--- config.mk ---
export PLATFORM = sky130hd
export DESIGN_NAME = carry_bypass_accum16
export DESIGN_NICKNAME = d
export VERILOG_FILES = /design/src/rtl/carry_bypass_accum16.sv
export SDC_FILE = /design/constraint.sdc
export NUM_CORES = 1
export LEC_CHECK = 0
export CORE_MARGIN = 1.5
export CORE_UTILIZATION = 50
export CTS_CLUSTER_SIZE = 24
export DETAILED_ROUTE_END_ITERATION = 8
export DONT_BUFFER_PORTS = 1
export SLEW_MARGIN = 30
export SYNTH_ARGS = -nofsm -noshare
export SYNTH_HDL_FRONTEND = slang
export SYNTH_SLANG_ARGS = --single-unit
--- constraint.sdc ---
create_clock -name clk -period 5.15 [get_ports clk]
set_clock_uncertainty 0.2 [all_clocks]
set_input_delay 1.03 -clock clk [delete_from_list [all_inputs] [get_ports clk]]
set_output_delay 1.03 -clock clk [all_outputs]
set_load 0.05 [all_outputs]
--- src/rtl/carry_bypass_accum16.sv ---
// Burst accumulator: sums 16-bit beats modulo 2^16 and counts carry-outs and beats,
// presenting the burst result with a valid/ready handshake until it is consumed.
module carry_bypass_accum16 #(
  parameter int unsigned CNT_W = 8
) (
  input  logic             clk,
  input  logic             rst,
  input  logic             in_valid,
  output logic             in_ready,
  input  logic [15:0]      in_data,
  input  logic             in_last,
  output logic             out_valid,
  input  logic             out_ready,
  output logic [15:0]      out_sum,
  output logic [CNT_W-1:0] out_carry_cnt,
  output logic [CNT_W-1:0] out_beat_cnt,
  output logic             out_sat
);

  typedef enum logic [1:0] {
    S_IDLE,
    S_ACC,
    S_HOLD
  } state_t;

  localparam logic [CNT_W-1:0] CNT_MAX = '1;

  state_t           state_q, state_d;
  logic [15:0]      acc_q, acc_d;
  logic [CNT_W-1:0] carry_cnt_q, carry_cnt_d;
  logic [CNT_W-1:0] beat_cnt_q, beat_cnt_d;
  logic             sat_q, sat_d;
  logic             out_valid_q, out_valid_d;

  logic             accept;
  logic             consume;
  logic [16:0]      sum_full;

  always_comb begin
    in_ready = !rst && (state_q != S_HOLD);
    accept   = in_valid && in_ready;
    consume  = out_valid_q && out_ready;
    sum_full = {1'b0, acc_q} + {1'b0, in_data};
  end

  // Counters stop at CNT_MAX; the overflow that would have happened is recorded in sat.
  always_comb begin
    state_d     = state_q;
    acc_d       = acc_q;
    carry_cnt_d = carry_cnt_q;
    beat_cnt_d  = beat_cnt_q;
    sat_d       = sat_q;
    out_valid_d = out_valid_q;
    if (accept) begin
      acc_d = sum_full[15:0];
      if (sum_full[16]) begin
        if (carry_cnt_q == CNT_MAX) sat_d = 1'b1;
        else                        carry_cnt_d = carry_cnt_q + CNT_W'(1);
      end
      if (beat_cnt_q == CNT_MAX) sat_d = 1'b1;
      else                       beat_cnt_d = beat_cnt_q + CNT_W'(1);
      state_d     = in_last ? S_HOLD : S_ACC;
      out_valid_d = in_last;
    end else if (consume) begin
      acc_d       = '0;
      carry_cnt_d = '0;
      beat_cnt_d  = '0;
      sat_d       = 1'b0;
      state_d     = S_IDLE;
      out_valid_d = 1'b0;
    end
  end

  always_ff @(posedge clk) begin
    if (rst) begin
      state_q     <= S_IDLE;
      acc_q       <= '0;
      carry_cnt_q <= '0;
      beat_cnt_q  <= '0;
      sat_q       <= 1'b0;
      out_valid_q <= 1'b0;
    end else begin
      state_q     <= state_d;
      acc_q       <= acc_d;
      carry_cnt_q <= carry_cnt_d;
      beat_cnt_q  <= beat_cnt_d;
      sat_q       <= sat_d;
      out_valid_q <= out_valid_d;
    end
  end

  always_comb begin
    out_valid     = out_valid_q;
    out_sum       = out_valid_q ? acc_q       : '0;
    out_carry_cnt = out_valid_q ? carry_cnt_q : '0;
    out_beat_cnt  = out_valid_q ? beat_cnt_q  : '0;
    out_sat       = out_valid_q ? sat_q       : 1'b0;
  end

endmodule

==> results list, run 1 <==
- Via count: between 2000 and 2500
* Worst EP arrival: about 1.8 ns
- The later pin in the worst-skew pair is clocked with a latency of 0.29 ns.
* Slowest Stage Delay on Critical Path: ~0.7 ns
* Crit-path slowest cell: nor2_1
* All-layer global routing usage: 21.8%
- Number of synthesized register bits: 35
- Pin count of the biggest net entering global routing: 39
- Post-placement setup slack: roughly 2 ns
- The top cell type by area accounts for approximately 29% of the synthesized area.
* Critical path, cell by cell: buf_4 > nor2b_1 > nor2_1
- Number of nets produced by synthesis: 352
- Sequential cells were found to cover 29.0% of the synthesized design area.
- Primary FF master, synth: dfxtp_1
- In this run, CTS created clock tree buffers numbering 5.
- By area the synthesized netlist is led by dfxtp_1 (29%), ha_1 (9.3%), and2_1 (8.8%).
- Max Fclk: 335 MHz
- The detail route stage leaves a number of antenna-violating nets equal to 0.
- Synthesis warning total: 0
- Routed Wire Length: between 5000 and 6000 um
* Initial Utilization: 51.4%
- The run finished with clean final reports.
- The first global-routing pass estimated 9080 um of wire.
- Top delay family on crit path: simple AND/OR/NAND/NOR gates
- Number of buffers inserted by hold repair at cts: 0
- Routability cong.: 0.811
* Die X-Extent: 72.5 um
- The count of buffers added on input and output ports is 0.
- Number of enable-type register cells in the synthesized netlist: 0
- After detailed routing, the number of vias per cell comes to around 6.0.
- Remaining global-route overflow: 0
- Avg Cell Area, Syn: between 7 and 8 um2
- Headroom to the max-slew limit came out at between 40 and 50%.
* Fin crit share: between 50% and 60%
* Pins Over Slew Limit: 0
- Synthesis produced around 310 cells.
- Distinct cell type count of the synthesized netlist: 47
- After detailed routing, the number of remaining DRC violations is 0.
- Area of the die: roughly 0.0053 mm2
- Post-layout nets: ~350
- In this run the vertical extent of the chip is slightly above 70 um.
- Detailed-route wire length per cell: ~15 um
- Vias in the first global route: between 1500 and 2000
* Number of cells upsized or downsized after cts: 0
- For the pin with the worst max-slew slack, the measured transition is about 0.88 ns.
* Clock Path Buffers: 2
* Nature of the critical path startpoint: register
- Once the clock tree was built, the setup fixing pass inserted 0 buffers.
- Cells with a size suffix above 1 make up approximately 5.2% of the layout.
* Clock root cell: clkbuf_8
- Final count of negative-setup-slack endpoints: 0
* Number of fillers in the final layout: about 480
* Post-route setup TNS: 0 ns
- TritonCTS built the clock tree.
* Power density of the placed cells: 315 mW/mm2
* Worst vdd ir: between 0.00015 and 0.0002 V
* RSZ-0062 raised after global routing: no
- Reported max-cap violation count: 0
- In this run the worst path has a maximum fanout of 38.
* Static Leak: approximately 0.95 nW
- DRC marker count from the first detailed-route iteration: roughly 130
- Number of primary I/O pins: between 50 and 60
- Clock-pin slew on the worst setup and hold paths: about 0.080 ns
* Number of inserted diodes: 0
- Row generation in the floorplan step produced 25 rows.
- The critical path in this run is classified as register to output pin.
- In this run the worst hold path is classified as register to register.
- The number of hold violations in the final report came to 0.
- The initial antenna violation count came to 0.
- In this run the cell area of the synthesized design comes to about 0.0024 mm2.
* Post-synth top area cell: dfxtp_1
- Detailed Routing Iterations Pass 1: 4
* Post-DP HPWL: between 3000 and 4000 um
- The tree built by TritonCTS fans out to 35 sinks.
- The worst path in the final design needs a cycle of between 2 and 3 ns, including I/O delays and setup.
- Sum of buffers and inverters on the critical path: 1
- Of all flip-flops after synthesis, the portion carrying an async set or reset was 0%.
* Setup crit end kind: output pin
* Crit path setup slack, layout: 2.16 ns
- STA puts the critical path data required time at 3.92 ns.
- Floorplan core area: roughly 0.0047 mm2
- Leading post-synthesis cells by instance count: dfxtp_1 (35), and2_1 (34), nand2_1 (29)
- Htree depth: 2
* Most frequent cell after synthesis: dfxtp_1
* Layout-stage area growth over the synthesis result: 6.38%
==> kinds of logic (layout without fill, tap and decap cells) <==
| family | count (synthesis) | after routing | share of synthesized area, % |
|---|---|---|---|
| XOR/XNOR | 20 | 20 | 7.26 |
| multiplexers | 2 | 2 | 0.829 |
| buffers and inverters | 23 | 18 | 3.78 |
| AND/OR/NAND/NOR | 128 | 128 | 27.0 |
| AO/OA/AOI/OAI | 85 | 85 | 22.0 |
| adder cells (fa/ha/maj) | 19 | 19 | 10.2 |
| flip-flops | 35 | 35 | 29.0 |
==> worst register-to-register path, stage by stage (launching register included) <==
cell and delay [ns]:
dfxtp_1 0.31, buf_4 0.38, nor2b_1 0.31, or2_2 0.44, o21ai_1 0.31, or3_1 0.41, a21oi_1 0.14
==> metrics by stage <==
step | std cells | util, % | power (mW) | area, um2 | hold slack, ns
after floorplan | 312 | - | 0.478 | 2410 | 0.241
after global placement | 353 | 51.9 | 0.513 | 2430 | 0.255
after detailed placement | 353 | 51.9 | 0.514 | 2430 | 0.267
after CTS | 361 | 54.7 | 0.815 | 2570 | 0.278
after global routing | 361 | 54.7 | 0.859 | 2570 | 0.298
final | 361 | 54.7 | 0.808 | 2570 | 0.277
==> cells in the final DEF (no fill, tap or decap), types with 3 or more instances in the layout <==
| master | instances |
|---|---|
| a211oi_1 | 3 |
| a21oi_1 | 28 |
| a31oi_1 | 4 |
| and2_1 | 34 |
| clkbuf_8 | 5 |
| dfxtp_1 | 35 |
| ha_1 | 18 |
| inv_1 | 8 |
| nand2_1 | 29 |
| nand3_1 | 16 |
| nand4_1 | 5 |
| nor2_1 | 26 |
| nor3_1 | 5 |
| o211ai_1 | 4 |
| o21a_1 | 3 |
| o21ai_0 | 22 |
| o22ai_1 | 3 |
| o31ai_1 | 3 |
| xnor2_1 | 17 |
| xor2_1 | 3 |
==> path summary, 6_finish.rpt <==
check,cells past startpoint,start,slack (ns),to
max reg2reg,6,state_q[1],2.59,beat_cnt_q[3]
max,3,state_q[1],2.16,in_ready
min,2,acc_q[13],0.28,acc_q[13]
min reg2reg,2,acc_q[13],0.28,acc_q[13]
==> final cells by class <==
class                      count  area, um2  area share, %
clock buffer                   6       72.6           2.83
multi-input combinational    254       1620           63.2
timing repair buffer           2       15.0          0.585
clock inverter                 2       60.1           2.34
sequential                    35        701           27.3
inverter                       8       30.0           1.17
tap                           54       67.6           2.63
==> registers in the layout, summed over array words and instances, names as in the netlist <==
signal / count
acc_q: 16
sat_q: 1
beat_cnt_q: 8
state_q: 2
carry_cnt_q: 8
==> routing by layer <==
metal,vias to the layer above,track usage [%],share of wire [%]
met5,-,0,0
met4,0,5.03,0.84
met3,5,5.97,5.6
met2,55,33.6,44
met1,1005,30.5,50
li1,1085,-,-
==> report_power, final <==
group	total [mW]	internal [mW]	leakage, nW	switching, mW
Clock	0.299	0.194	0.0654	0.106
Combinational	0.203	0.0817	0.599	0.121
Sequential	0.306	0.290	0.285	0.0155
Total	0.808	0.565	0.950	0.243
(Power assumes the default switching activity.)
==> run 2: changes to the inputs <==
clock period = 3.1 ns   (was 5.15 ns; I/O delays follow)
==> run 2 against run 1 <==
  * Power is 48% higher
  * Sequential share of layout area is 0.31 points higher
  * Global-route usage is 0.11 points lower
  * Non-clock buffer count is 2 higher
  * Sequential power is 66% higher
  * Routed wire length is 1.7% lower
  * Critical path depth is 1 lower
  * Die area stayed put
  * Register-to-register slack worse by 2.0 ns
  * Clock power is 17% higher
  * Flip-flop and latch count stayed put
  * Setup slack worse by 1.8 ns
  * Critical endpoint is now out_beat_cnt[2]
  * Highest routed layer unchanged
==> results list, run 2 (synthesis results as in run 1) <==
- Status: complete, no violations (unchanged)
* All-layer global routing usage: 21.7% (was 21.8%)
* Flip-flop count of the largest register after layout: 16 (unchanged)
- Worst hold path type: primary input to register (was register to register)
- The initial core utilization came to 51.4% (unchanged).
- Number of buffers inserted by hold repair at cts: 0 (unchanged)
- The number of placement rows was 25 (unchanged).
- Layout cells sized above 1: 6.15% (was 5.21%)
- The deepest clock path buffer count is 2 (unchanged).
* Maximum fanout count along the critical path: 21 (was 38)
- Reported max-cap violation count: 0 (unchanged)
- The peak supply drop came to 0.000192 V (was 0.000162 V).
- Logic pwr share: 28.0% (was 25.1%)
- CP Class: register to output pin (unchanged)
- The capturing point of the worst reg2reg path is carry_cnt_q[7] (was beat_cnt_q[3]).
- Min Clock Period, post-route: 2.71 ns
- The footprint of the flip-flops and latches came to 701 um2 (unchanged).
- The number of detailed-route iterations in the first pass came to 4 (unchanged).
- Worst reg2reg setup slack: 0.59 ns (was 2.59 ns)
* Switching part of the total: 35.0% (was 30.0%)
* Crit-path slowest cell: dfxtp_1 (was nor2_1)
- Clock insertion delay at the later pin of the skew report: 0.30 ns (was 0.29 ns)
- The total congestion overflow was 0 (unchanged).
* Antenna violations before repair: 0 (unchanged)
- The static leakage power was 0.934 nW (was 0.950 nW).
- Fin crit share: between 80% and 90%
- Critical path, cell by cell: buf_4 > and2_1 (was buf_4 > nor2b_1 > nor2_1).
- Data required time at the worst endpoint: 2.28 ns (was 3.92 ns)
- Layout-stage area growth over the synthesis result: 5.18% (was 6.38%)
* Most common cell after layout, fill and taps aside: dfxtp_1 (unchanged)
- The count of inserted antenna diode cells came to 0 (unchanged).
- Post-route setup TNS: 0 ns (unchanged)
- Nature of the critical path startpoint: register (unchanged)
- Combined area of the multi-input logic cells: 0.00162 mm2 (unchanged)
- Clock sinks: 35 (unchanged)
* Pin count of the biggest net entering global routing: 22 (was 39)
* Final count of negative-setup-slack endpoints: 0 (unchanged)
- Htree depth: 2 (unchanged)
- The start point of the critical path is state_q[1] (unchanged).
- Largest registers: acc_q (16), beat_cnt_q (8), carry_cnt_q (8) (unchanged).
- Power density of the placed cells: 470 mW/mm2 (was 315 mW/mm2)
- Floorplan core area: 0.00469 mm2 (unchanged)
- The largest stage delay on the critical path came to 0.68 ns (about the same).
- Number of primary I/O pins: 56 (unchanged)
* Final core utilization: 54.1% (was 54.7%)
- The total vias in the final route came to 2138 (was 2150).
* Commonest cells after routing, fill and taps aside: dfxtp_1 (35), and2_1 (34), nand2_1 (29) (unchanged)
- Pins Over Slew Limit: 0 (unchanged)
- Register with the most flip-flops: acc_q (unchanged)
- The first-pass GRT wire length came to 8930 um (was 9080 um).
* Number of fillers in the final layout: 485 (was 477)
* TritonCTS Buffers: 5 (unchanged)
- The buffer count from post-CTS setup fixing came to 0 (unchanged).
* Worst setup path endpoint: out_beat_cnt[2] (was in_ready)
- The die area is 0.00525 mm2 (unchanged).
* Detailed-route wire length per cell: 14.8 um (was 15.1 um)
- The clock-pin slew on the worst setup and hold paths is 0.08 ns (about the same).
* Remaining DRCs: 0 (unchanged)
- Average vias per placed instance: 5.89 (was 5.96)
* Vias in the first global route: 1888 (was 1951)
- Switching power: 418 uW (was 243 uW)
- The cell internal power dissipation came to 775 uW (was 565 uW).
- The power after layout is 1.19 mW (was 808 uW).
* IO buf count: 0 (unchanged)
* Transition at the pin with the smallest max-transition slack: 0.662 ns (was 0.881 ns)
- Final hold vios: 0 (unchanged)
- Routed Wire Length: 5370 um (was 5460 um)
* Die X-Extent: 72.5 um (unchanged)
* Worst reg2reg path startpoint: acc_q[0] (was state_q[1])
- RSZ-0062 raised after global routing: no (unchanged).
- Routability cong.: 0.827 (was 0.811)
* Headroom to the max-slew limit: 55.7% (was 41.1%)
- The clock tree from TritonCTS is yes (unchanged).
- Cell depth of the worst flop-to-flop path: 8 (was 6)
* Portion of total power attributed to sequential cells: 42.6% (was 37.8%)
- The total of cells resized after clock tree synthesis was 0 (unchanged).
- The half-perimeter wire length of the detailed placement result is 3870 um (was 3960 um).
- The final net count was 348 (was 346).
* DRC marker count from the first detailed-route iteration: 141 (was 129)
* Die span in y: 72.5 um (unchanged)
* Setup crit end kind: output pin (unchanged)
- Max Fclk: 369 MHz
- The critical path arrival is 1.89 ns (was 1.76 ns).
- The post-detailed-route count of antenna-violating nets came to 0 (unchanged).
* Clock Power Share: 29.4% (was 37.1%)
- The buffer cell driving the clock tree root was clkbuf_8 (unchanged).
## run 2: changes by cell type in the layout (fill, tap and decap cells not counted), sizes merged
cell	change
clkinvlp	+2
clkbuf	-1
clkinv	+1
bufinv	-2
buf	+2
## run 2: metrics by stage
step                      std cells  hold slack (ns)  worst slack [ns]  instance area (um2)
after floorplan                 312            0.241             0.485                 2410
after CTS                       363            0.173             0.369                 2540
after detailed placement        355            0.268             0.356                 2450
final                           363            0.178             0.392                 2540
after global routing            363            0.167             0.255                 2540
after global placement          355            0.255             0.364                 2450
## run 2: worst max-delay path: cells and delay by family, from the launching register on
kind	cells	cell delay (ns)
buf+inv	1	0.40
flops	1	0.68
simple gates	1	0.50
## run 2: layout make-up
type / instances / share of cell area (%)
multi-input cells: 254 / 63.9
flip-flops and latches: 35 / 27.6
clock buffers: 5 / 2.71
well taps: 54 / 2.66
repair buffers: 4 / 1.18
inverters: 8 / 1.18
clock inverters: 3 / 0.789
## run 2: power groups by stage
| stage | sequential [mW] | clock (mW) | combinational, mW |
|---|---|---|---|
| after floorplan | 0.512 | 0 | 0.282 |
| after global placement | 0.519 | 0 | 0.334 |
| after detailed placement | 0.520 | 0 | 0.333 |
| after CTS | 0.509 | 0.355 | 0.334 |
| after global routing | 0.515 | 0.378 | 0.377 |
| final | 0.509 | 0.351 | 0.334 |
## run 2: worst min path at each step
| stage | slack (ns) | endpoint | depth (start not counted) | start |
|---|---|---|---|---|
| 6_report | 0.18 | acc_q[6] | 1 | rst |
| 5_1_grt | 0.17 | acc_q[6] | 1 | rst |
| 4_1_cts | 0.17 | acc_q[6] | 1 | rst |
| 3_5_place_dp | 0.27 | acc_q[6] | 2 | acc_q[6] |
| 3_3_place_gp | 0.26 | acc_q[13] | 2 | acc_q[13] |
| 2_1_floorplan | 0.24 | sat_q | 1 | sat_q |
## run 2: metal layers
layer	vias up	track usage (%)	wire length, um
met5	-	0	0
met4	0	6.29	57
met3	4	6.39	326
met2	53	31.7	2260
met1	994	31.0	2730
li1	1087	-	-
==> run 3: changes to the inputs <==
CTS_BUF_LIST = sky130_fd_sc_hd__clkbuf_2   (was default)
==> run 3 against run 2 <==
  * Cell count is the same
  * Clock power down 34%
  * Flip-flop and latch count stayed put
  * Via count rose by 1.3%
  * Critical endpoint unchanged
==> results list, run 3 (synthesis results as in run 1) <==
- Number of placed instances, taps included: 355 (unchanged)
- The number of placement rows came to 25 (unchanged).
- Clock root cell: clkbuf_2 (was clkbuf_8)
- The CTS sink count came to 35 (unchanged).
- Commonest cells after routing, fill and taps aside: dfxtp_1 (35), and2_1 (34), nand2_1 (29) (unchanged)
* Post-layout nets: 348 (unchanged)
- Area of the die: 0.00525 mm2 (unchanged)
* Depth of the worst hold-timing path: 1 (unchanged)
* Remaining DRCs: 0 (unchanged)
* Global Route met1 Usage: 30.8% (was 31.0%)
* Reported max-cap violation count: 0 (unchanged)
- Final hold vios: 0 (unchanged)
* Htree depth: 2 (unchanged)
- The category of the worst setup path capture point is an output pin (unchanged).
- Headroom to the max-slew limit: 54.6% (was 55.7%)
- The count of boundary I/O pins was 56 (unchanged).
- Flip-flop count of the largest register after layout: 16 (unchanged)
* Status: complete, no violations (unchanged)
- Number of buffers inserted by hold repair at cts: 0 (unchanged)
- Worst hold path type: primary input to register (unchanged)
- The startpoint kind of the worst setup timing path is a register (unchanged).
* # Post-CTS Setup Buffers: 0 (unchanged)
* Max Fclk: 350 MHz (was 369 MHz)
- The most common cell after layout, fill and taps aside was dfxtp_1 (unchanged).
- The power per unit of standard cell area came to 431 mW/mm2 (was 470 mW/mm2).
- The initial core utilization is 51.4% (unchanged).
- Cell depth of the worst flop-to-flop path: 8 (unchanged)
- Min Clock Period, post-route: 2.85 ns (was 2.71 ns)
- All-layer global routing usage: 21.6% (was 21.7%)
- Remaining global-route overflow: 0 (unchanged)
* Clock-pin slew on the worst setup and hold paths: 0.21 ns (was 0.08 ns)
- The worst hold slack after final layout was 0.0473 ns (was 0.178 ns).
- TritonCTS Buffers: 5 (unchanged)
- The transition time of the tightest slew-check pin came to 0.678 ns (was 0.662 ns).
* Worst hold path startpoint: rst (unchanged)
- The area of the multi-input gates came to 0.00162 mm2 (unchanged).
- The maximum fanout encountered on the critical timing path came to 21 (unchanged).
* Global routing usage on met3: 6.25% (was 6.39%)
* Average vias per placed instance: 5.96 (was 5.89)
- Crit. Startpoint: state_q[1] (unchanged)
- CTS tree: yes (unchanged)
* Register with the most flip-flops: acc_q (unchanged)
- The total vias in the final route is 2165 (was 2138).
- The final number of max-transition violations came to 0 (unchanged).
* Number of inserted diodes: 0 (unchanged)
* Storage cell area: 701 um2 (unchanged)
* Routed Wire Length: 5330 um (was 5370 um)
- Floorplan core area: 0.00469 mm2 (unchanged)
- Detailed Routing Iterations Pass 1: 4 (unchanged)
- The total of endpoints with negative setup slack in the final report came to 0 (unchanged).
* Routability cong.: 0.827 (unchanged)
* Most congested layer reported by global routing: met2 (unchanged)
- The routed length per instance came to 14.7 um (was 14.8 um).
* Worst vdd ir: 0.000159 V (was 0.000192 V)
- Global-route track usage on met2: 31.6% (was 31.7%)
- Post-route setup TNS: 0 ns (unchanged)
* Data required time at the worst endpoint: 2.28 ns (about the same)
- Post-Layout Cell Count: 363 (unchanged)
- IO buf count: 0 (unchanged)
- Largest registers: acc_q (16), beat_cnt_q (8), carry_cnt_q (8) (unchanged)
- Die X-Extent: 72.5 um (unchanged)
- The beginning of the worst register-to-register path was acc_q[0] (unchanged).
- Worst reg2reg setup slack: 0.62 ns (was 0.59 ns)
- The total of cells resized after clock tree synthesis was 0 (unchanged).
- The deepest clock path buffer count was 2 (unchanged).
- The half-perimeter wire length of the detailed placement result came to 3870 um (unchanged).
- CP Class: register to output pin (unchanged)
* Wire length of the first global-routing pass: 8960 um (was 8930 um)
- The clock latency at the later pin of the worst-skew pair is 0.40 ns (was 0.30 ns).
- The count of routing violations after the opening detailed-route iteration is 120 (was 141).
- Number of fillers in the final layout: 489 (was 485)
- Layout cells sized above 1: 6.15% (unchanged)
- Die span in y: 72.5 um (unchanged)
- Vias in the first global route: 1906 (was 1888)
* Layout-stage area growth over the synthesis result: 3.37% (was 5.18%)
- The portion of the clock cycle consumed by the worst path in the final layout was 92.1% (was 87.4%).
- Static Leak: 0.918 nW (was 0.934 nW)
- RSZ-0062 raised after global routing: no (unchanged)
- Antenna violations before repair: 0 (unchanged)
- The critical path arrival is 2.03 ns (was 1.89 ns).
* Pin count of the biggest net entering global routing: 22 (unchanged)
- The post-detailed-route count of antenna-violating nets came to 0 (unchanged).
## run 3: changes by cell type in the layout (fill, tap and decap cells not counted)
| cell | before | now |
|---|---|---|
| clkbuf_8 | 5 | 0 |
| clkbuf_2 | 0 | 5 |
## run 3: final timing paths
kind | end
max reg2reg | carry_cnt_q[7]
min | acc_q[6]
max | out_beat_cnt[2]
min reg2reg | acc_q[4]
## run 3: layer usage
layer | up-vias | routed length [um]
met3 | 8 | 340
met4 | 0 | 81
met5 | - | 0
met2 | 65 | 2230
li1 | 1087 | -
met1 | 1005 | 2680
## run 3: power by group
group	total (mW)	internal, mW	switching (mW)
clock network	0.232	0.0534	0.178
registers	0.510	0.483	0.0268
logic	0.334	0.137	0.197
## run 3: final cells by class
cell class | instances | area share (%)
timing repair buffer | 4 | 1.20
clock inverter | 3 | 0.802
clock buffer | 5 | 1.00
tap | 54 | 2.71
sequential | 35 | 28.1
multi-input combinational | 254 | 65.0
inverter | 8 | 1.20
## run 3: critical path, stage by stage (launching register included)
cell     delay [ns]
dfxtp_1        0.72
buf_4          0.40
and2_1         0.50
## run 3: stage by stage
step / area, um2 / power (mW) / setup WS [ns] / util, %
finish: 2490 / 1.08 / 0.246 / 53.2
global route: 2490 / 1.16 / 0.0786 / 53.2
CTS: 2490 / 1.09 / 0.210 / 53.2
detailed placement: 2450 / 0.853 / 0.356 / 52.2
global placement: 2450 / 0.853 / 0.364 / 52.2
floorplan: 2410 / 0.794 / 0.485 / -
